[src/rtl/lsu_pkg.sv]
// Shared types and helpers for the load/store unit.
// Holds the FSM state encoding, RV32I funct3 size/sign codes and the
// byte-enable helper used by the store path.
package lsu_pkg;

  typedef enum logic [1:0] {IDLE, REQ, WAIT, DONE} lsu_state_e;

  localparam logic [2:0] F3_B  = 3'b000;
  localparam logic [2:0] F3_H  = 3'b001;
  localparam logic [2:0] F3_W  = 3'b010;
  localparam logic [2:0] F3_BU = 3'b100;
  localparam logic [2:0] F3_HU = 3'b101;

  // size is funct3[1:0]; 2'b1x is a full word. Halfword lanes come from
  // off[1] alone, so a misaligned halfword truncates to its aligned half.
  function automatic logic [3:0] byte_en(input logic [1:0] size, input logic [1:0] off);
    case (size)
      2'b00:   byte_en = 4'b0001 << off;
      2'b01:   byte_en = off[1] ? 4'b1100 : 4'b0011;
      default: byte_en = 4'b1111;
    endcase
  endfunction

endpackage

[src/rtl/load_extend.sv]
// Load data extraction: picks the addressed byte/half from a memory word
// and sign- or zero-extends it. Purely combinational, zero latency.
// Ports: word (raw memory word), offset (addr[1:0]), funct3 (size/sign), data (extended result).
module load_extend
  import lsu_pkg::*;
(
  input  logic [31:0] word,
  input  logic [1:0]  offset,
  input  logic [2:0]  funct3,
  output logic [31:0] data
);

  logic [7:0]  b;
  logic [15:0] h;

  always_comb begin
    case (offset)
      2'd0:    b = word[7:0];
      2'd1:    b = word[15:8];
      2'd2:    b = word[23:16];
      default: b = word[31:24];
    endcase
  end

  // Halfword lane uses offset[1] only: misaligned halves truncate.
  assign h = offset[1] ? word[31:16] : word[15:0];

  always_comb begin
    case (funct3)
      F3_B:    data = {{24{b[7]}}, b};
      F3_BU:   data = {24'h0, b};
      F3_H:    data = {{16{h[15]}}, h};
      F3_HU:   data = {16'h0, h};
      default: data = word;
    endcase
  end

endmodule

[src/rtl/load_store_unit.sv]
// RV32I memory stage: turns an effective address + funct3 into a single-outstanding
// req/gnt/rvalid memory access. Latency: store resp 2 cycles after accept, load 3 (min).
// Backpressure: req_ready only in IDLE; Stall held through REQ/WAIT/DONE; waits on mem_gnt/mem_rvalid.
// Ports: clk, rst_n; execute side req_valid/req_ready, MemRead, MemWrite, Funct3,
// ALUResult, WriteData; writeback side Stall, resp_valid, ReadData; memory side
// mem_req, mem_we, mem_addr, mem_wdata, mem_be, mem_gnt, mem_rvalid, mem_rdata.
// Optional: LSU_MISALIGN_TRAP_EN adds output misaligned and completes misaligned
// accesses immediately without touching memory.
module load_store_unit
  import lsu_pkg::*;
#(
  parameter int DATA_WIDTH = 32,
  parameter int BE_WIDTH   = DATA_WIDTH / 8
) (
  input  logic                  clk,
  input  logic                  rst_n,
  input  logic                  req_valid,
  output logic                  req_ready,
  input  logic                  MemRead,
  input  logic                  MemWrite,
  input  logic [2:0]            Funct3,
  input  logic [DATA_WIDTH-1:0] ALUResult,
  input  logic [DATA_WIDTH-1:0] WriteData,
  output logic                  Stall,
  output logic                  resp_valid,
  output logic [DATA_WIDTH-1:0] ReadData,
  output logic                  mem_req,
  output logic                  mem_we,
  output logic [DATA_WIDTH-1:0] mem_addr,
  output logic [DATA_WIDTH-1:0] mem_wdata,
  output logic [BE_WIDTH-1:0]   mem_be,
`ifdef LSU_MISALIGN_TRAP_EN
  output logic                  misaligned,
`endif
  input  logic                  mem_gnt,
  input  logic                  mem_rvalid,
  input  logic [DATA_WIDTH-1:0] mem_rdata
);

  lsu_state_e            state;
  logic [1:0]            off_q;
  logic [2:0]            f3_q;
  logic                  ld_q;
  logic                  accept;
  logic                  trap;
  logic [DATA_WIDTH-1:0] wdata_lanes;
  logic [DATA_WIDTH-1:0] ext_data;

  assign accept = req_valid && req_ready && (MemRead || MemWrite);

`ifdef LSU_MISALIGN_TRAP_EN
  assign trap = ((Funct3[1:0] == 2'b01) && ALUResult[0]) ||
                (Funct3[1] && (ALUResult[1:0] != 2'b00));
`else
  assign trap = 1'b0;
`endif

  // Replicate store data across lanes; byte enables pick the live lane.
  always_comb begin
    case (Funct3[1:0])
      2'b00:   wdata_lanes = {4{WriteData[7:0]}};
      2'b01:   wdata_lanes = {2{WriteData[15:0]}};
      default: wdata_lanes = WriteData;
    endcase
  end

  load_extend u_ext (
    .word   (mem_rdata),
    .offset (off_q),
    .funct3 (f3_q),
    .data   (ext_data)
  );

  always_ff @(posedge clk or negedge rst_n) begin
    if (!rst_n) begin
      state      <= IDLE;
      req_ready  <= 1'b1;
      Stall      <= 1'b0;
      resp_valid <= 1'b0;
      ReadData   <= '0;
      mem_req    <= 1'b0;
      mem_we     <= 1'b0;
      mem_addr   <= '0;
      mem_wdata  <= '0;
      mem_be     <= '0;
      off_q      <= 2'b00;
      f3_q       <= 3'b000;
      ld_q       <= 1'b0;
`ifdef LSU_MISALIGN_TRAP_EN
      misaligned <= 1'b0;
`endif
    end else begin
      case (state)
        IDLE: begin
          if (accept) begin
            off_q     <= ALUResult[1:0];
            f3_q      <= Funct3;
            ld_q      <= MemRead;          // read wins when both are set
            req_ready <= 1'b0;
            Stall     <= 1'b1;
            if (trap) begin
              state      <= DONE;
              resp_valid <= 1'b1;
`ifdef LSU_MISALIGN_TRAP_EN
              misaligned <= 1'b1;
`endif
            end else begin
              state     <= REQ;
              mem_req   <= 1'b1;
              mem_we    <= !MemRead;
              mem_addr  <= {ALUResult[DATA_WIDTH-1:2], 2'b00};
              mem_be    <= MemRead ? 4'b1111 : byte_en(Funct3[1:0], ALUResult[1:0]);
              mem_wdata <= wdata_lanes;
            end
          end
        end
        REQ: begin
          if (mem_gnt) begin
            mem_req   <= 1'b0;
            mem_we    <= 1'b0;
            mem_addr  <= '0;
            mem_wdata <= '0;
            mem_be    <= '0;
            if (ld_q) begin
              state <= WAIT;
            end else begin
              state      <= DONE;
              resp_valid <= 1'b1;
            end
          end
        end
        WAIT: begin
          if (mem_rvalid) begin
            ReadData   <= ext_data;
            resp_valid <= 1'b1;
            state      <= DONE;
          end
        end
        default: begin  // DONE
          resp_valid <= 1'b0;
          Stall      <= 1'b0;
          req_ready  <= 1'b1;
`ifdef LSU_MISALIGN_TRAP_EN
          misaligned <= 1'b0;
`endif
          state      <= IDLE;
        end
      endcase
    end
  end

endmodule

[config.mk]
export PLATFORM = sky130hd
export DESIGN_NAME = load_store_unit
export DESIGN_NICKNAME = d
export VERILOG_FILES = /design/src/rtl/lsu_pkg.sv /design/src/rtl/load_extend.sv /design/src/rtl/load_store_unit.sv
export SDC_FILE = /design/constraint.sdc
export NUM_CORES = 1
export LEC_CHECK = 0
export ABC_AREA = 0
export ABC_CLOCK_PERIOD_IN_PS = 2640
export BUFFER_PORTS_ARGS = -buffer_cell sky130_fd_sc_hd__clkbuf_2
export CAP_MARGIN = 0
export CORE_UTILIZATION = 52
export DETAILED_ROUTE_END_ITERATION = 10
export PLACE_DENSITY = 0.86
export SLEW_MARGIN = 20
export SYNTH_ARGS = -nofsm -noshare
export SYNTH_HDL_FRONTEND = slang
export SYNTH_SLANG_ARGS = --single-unit
[constraint.sdc]
create_clock -name clk -period 2.64 [get_ports clk]
set_input_delay 0.396 -clock clk [delete_from_list [all_inputs] [get_ports clk]]
set_output_delay 0.396 -clock clk [all_outputs]
set_load 0.01 [all_outputs]
==> results.md <==
| Item | Reported | Unit |
|---|---|---|
| Outcome | completed | - |
| Critical hold path startpoint | ALUResult[8] | - |
| Class of the worst hold path | input pin to flip-flop | - |
| Number of global-route vias before repair | 4297 | - |
| Average cell area after synthesis | 10.5 | sq um |
| Element type at the critical path start | flip-flop | - |
| Setup violations, final | 0 | - |
| Category of the critical setup timing path | flip-flop to flip-flop | - |
| Detailed placement HPWL | 9680 | um |
| Post-CTS Repair Setup Buffers | 0 | - |
| Combined global-route utilization of all metal layers | 26.7 | % |
| Critical Path RT | 2900 | ps |
| Largest net degree at the start of global routing | 69 | - |
| Initial antenna violation count | 0 | - |
| Insertion delay of the later-clocked pin in the worst-skew pair | 360 | ps |
| Transition time of the tightest slew-check pin | 698 | ps |
| Routed length per placed instance | 16.5 | um |
| Standard cell area after detailed placement | 6160 | sq um |
| Max IR drop VDD | 0.599 | mV |
| Endpoint kind of the worst setup timing path | flip-flop | - |
| Ys flop type | sky130_fd_sc_hd__dfrtp_1 | - |
| Die ar. | 10200 | sq um |
| Max_cap viols | 0 | - |
| Number of resized instances in the post-cts repair step | 0 | - |
| Final design instance area without fill | 6380 | sq um |
| Pre-Repair DR Iteration Count | 4 | - |
| Highest clock rate | 0.495 | GHz |
| Length in cells of the worst reg-to-reg path | 6 | - |
| Effective utilization at floorplan | 54.4 | % |
| Worst Hold Depth | 2 | - |
| Buffers on Ports | 208 | - |
| Part of the cycle the worst path needs | 76.5 | % |
| Buffer and inverter count on the worst path | 1 | - |
| Final sum of negative setup slack | 0 | ps |
| CTS tree | done | - |
| Count of pins on the block boundary | 211 | - |
| Clock net sink count | 111 | - |
| H-tree level count | 3 | - |
| Skew final | 15.4 | ps |
| Number of buffers created by CTS | 9 | - |
| Hold violation count in the final report | 0 | - |
| Global placer's final weighted congestion | 0.889 | - |
| Arrival time of the worst setup path | 2280 | ps |
| First-pass GRT wire length | 20900 | um |
| Logic depth of the worst path, buffers included | 6 | - |
| Combined area of all synthesized cells | 5090 | sq um |
| Number of buffers on the longest clock path | 2 | - |
| Diodes inserted | 0 | - |
| Setup repair after global routing missed its margin | no | - |
| Count of final max-slew check failures | 0 | - |
| Vias/cell | 5.58 | - |
| Relative slew slack | 53.3 | % |
| Post-layout net count | 787 | - |
| Grt ovf | 0 | - |
| Flop-to-flop setup slack | 620 | ps |
| Violation count after the first detailed-route iteration | 198 | - |
| Number of enable flip-flop cells after synthesis | 0 | - |
| Sequential fraction of the synthesis area | 54.6 | % |
| Reg-to-Reg Start | state[1] | - |
| Delay-heaviest family, CP | compound AO/OA/AOI/OAI gates | - |
| Cell area power density | 1170 | nW/um^2 |
| Area growth from synthesis to final layout | 25.3 | % |
| Layout cells sized above 1 | 37.1 | % |
| Async S/R FF share, synth | 100 | % |
| Area of the core | 9370 | sq um |
| Hold worst-path end | mem_addr[8] | - |
| Clock transition time at the flip-flop clock pins of the worst setup and hold paths | 110 | ps |
| Cell count after synthesis | 484 | - |
| Height of the die | 101 | um |
| Yosys reg bits | 111 | - |
| Die width | 101 | um |
| Standard-cell rows | 35 | - |
| Number of warnings reported in the yosys synthesis log | 0 | - |
| Worst path cell trace | inv_1, ha_1, nor2b_1, a211o_4, nand2_1, o21ai_0 | - |
| Aggregate routed wire length | 13400 | um |
| Antenna violation net count after detailed routing | 0 | - |
| Number of library cell types mapped by synthesis | 37 | - |
| Worst stage delay on the critical path | 580 | ps |
| Vias after detailed routing | 4528 | - |
| Leakage component of the power | 3.36 | nW |
| Cell with the largest stage delay on the worst path | sky130_fd_sc_hd__a211o_4 | - |
| Critical-path maximum fanout | 68 | - |
| Reg-to-reg critical path endpoint | mem_wdata[16] | - |
| Crit path time final | 2020 | ps |
| Residual DRC | 0 | - |
| Root cell of the clock tree | sky130_fd_sc_hd__clkbuf_8 | - |
[metal layers]
layer  global-route usage [%]  part of all wire, %
met5                        0                    0
met4                     11.6                  2.1
met3                     5.41                  7.9
met2                     43.1                   49
met1                     35.0                   41
[cell usage in the layout, fill, tap and decap left out, types with 2 or more instances in the layout]
| master | count |
|---|---|
| sky130_fd_sc_hd__clkbuf_8 | 9 |
| sky130_fd_sc_hd__mux2_2 | 13 |
| sky130_fd_sc_hd__nor2_1 | 22 |
| sky130_fd_sc_hd__nand2_1 | 56 |
| sky130_fd_sc_hd__o21ai_1 | 19 |
| sky130_fd_sc_hd__inv_1 | 7 |
| sky130_fd_sc_hd__inv_6 | 3 |
| sky130_fd_sc_hd__clkbuf_2 | 207 |
| sky130_fd_sc_hd__buf_4 | 9 |
| sky130_fd_sc_hd__nand3_1 | 37 |
| sky130_fd_sc_hd__a21oi_1 | 40 |
| sky130_fd_sc_hd__o21ai_0 | 28 |
| sky130_fd_sc_hd__dfrtp_1 | 110 |
| sky130_fd_sc_hd__mux2i_1 | 28 |
| sky130_fd_sc_hd__nor2b_1 | 4 |
| sky130_fd_sc_hd__nand3b_1 | 8 |
| sky130_fd_sc_hd__nor2_2 | 2 |
| sky130_fd_sc_hd__a22o_1 | 42 |
| sky130_fd_sc_hd__ha_1 | 4 |
| sky130_fd_sc_hd__nand2b_1 | 4 |
| sky130_fd_sc_hd__a21o_1 | 7 |
| sky130_fd_sc_hd__conb_1 | 2 |
[power by group]
group          internal [W]  switching (W)
Sequential          0.00253       0.000556
Combinational       0.00140        0.00197
Clock              0.000450       0.000589
[registers in the layout (all words and copies together), names as in the netlist]
name and count:
ReadData 32, Stall 1, f3_q 3, ld_q 1, mem_addr 30, mem_be 4, mem_req 1, mem_wdata 32
mem_we 1, off_q 2, req_ready 1, resp_valid 1, state 2
[cells by family (layout without fill, tap and decap cells)]
| group | Yosys count | in the layout | share of synthesized area, % |
|---|---|---|---|
| AND/OR/NAND/NOR | 137 | 137 | 12.2 |
| other | 1 | 2 | 0.0736 |
| flip-flops | 111 | 111 | 54.6 |
| AO/OA/AOI/OAI | 145 | 145 | 18.9 |
| multiplexers | 41 | 41 | 8.38 |
| buffers and inverters | 45 | 242 | 4.89 |
| adder cells (fa/ha/maj) | 4 | 4 | 0.983 |
[synthesized netlist by cell type, types with 3 or more instances]
cell type	number	area, sq um
sky130_fd_sc_hd__inv_1	7	26.3
sky130_fd_sc_hd__nand3_1	37	185
sky130_fd_sc_hd__nand3b_1	8	60.1
sky130_fd_sc_hd__nand2b_1	4	25.0
sky130_fd_sc_hd__a22o_1	42	368
sky130_fd_sc_hd__buf_6	7	78.8
sky130_fd_sc_hd__clkbuf_1	12	45.0
sky130_fd_sc_hd__a21o_1	7	52.6
sky130_fd_sc_hd__nand2_1	56	210
sky130_fd_sc_hd__buf_1	3	11.3
sky130_fd_sc_hd__nor2b_1	4	25.0
sky130_fd_sc_hd__nor2_1	23	86.3
sky130_fd_sc_hd__o21ai_1	19	95.1
sky130_fd_sc_hd__buf_4	3	22.5
sky130_fd_sc_hd__ha_1	4	50.1
sky130_fd_sc_hd__buf_2	13	65.1
sky130_fd_sc_hd__a21oi_1	40	200
sky130_fd_sc_hd__mux2i_1	28	280
sky130_fd_sc_hd__mux2_2	13	146
sky130_fd_sc_hd__o21ai_0	28	140
sky130_fd_sc_hd__dfrtp_1	110	2750
[repair_timing]
action,in CTS,in global routing
hold endpoints to repair,17,0
hold buffers,1,0
setup endpoints to repair,0,0
[area by class of cell]
cell class / count / area, sq um
fill: 748 / 2990
sequential: 111 / 2780
multi-input combinational: 329 / 2070
timing repair buffer: 219 / 1140
tap: 129 / 161
clock buffer: 9 / 124
clock inverter: 7 / 77.6
inverter: 7 / 26.3
[through the flow]
step | utilization (%) | cells | worst slack [ps] | hold WS, ps | power (W)
after floorplan | - | 485 | 961 | 100 | 0.00526
after global placement | 65.8 | 793 | 609 | 287 | 0.00635
after detailed placement | 65.8 | 793 | 532 | 291 | 0.00649
after CTS | 68.0 | 810 | 611 | 235 | 0.00753
after global routing | 68.1 | 811 | 369 | 228 | 0.00805
final | 68.1 | 811 | 621 | 245 | 0.00750
[worst max-delay path by stage]
stage / endpoint / from / slack (ps)
after floorplan: mem_wdata[10] / state[0] / 960
after CTS: ReadData[30] / off_q[1] / 610
after global placement: ReadData[21] / mem_rdata[31] / 610
after detailed placement: ReadData[30] / mem_rdata[31] / 530
final: mem_wdata[16] / state[1] / 620
after global routing: mem_wdata[16] / state[1] / 370
[worst reg2reg max path, stage by stage (launching register included)]
cell and delay, ps:
sky130_fd_sc_hd__dfrtp_1 420, sky130_fd_sc_hd__inv_1 110, sky130_fd_sc_hd__ha_1 260, sky130_fd_sc_hd__nor2b_1 280, sky130_fd_sc_hd__a211o_4 580, sky130_fd_sc_hd__nand2_1 160
sky130_fd_sc_hd__o21ai_0 130
Power figures use the tool's default switching activity.
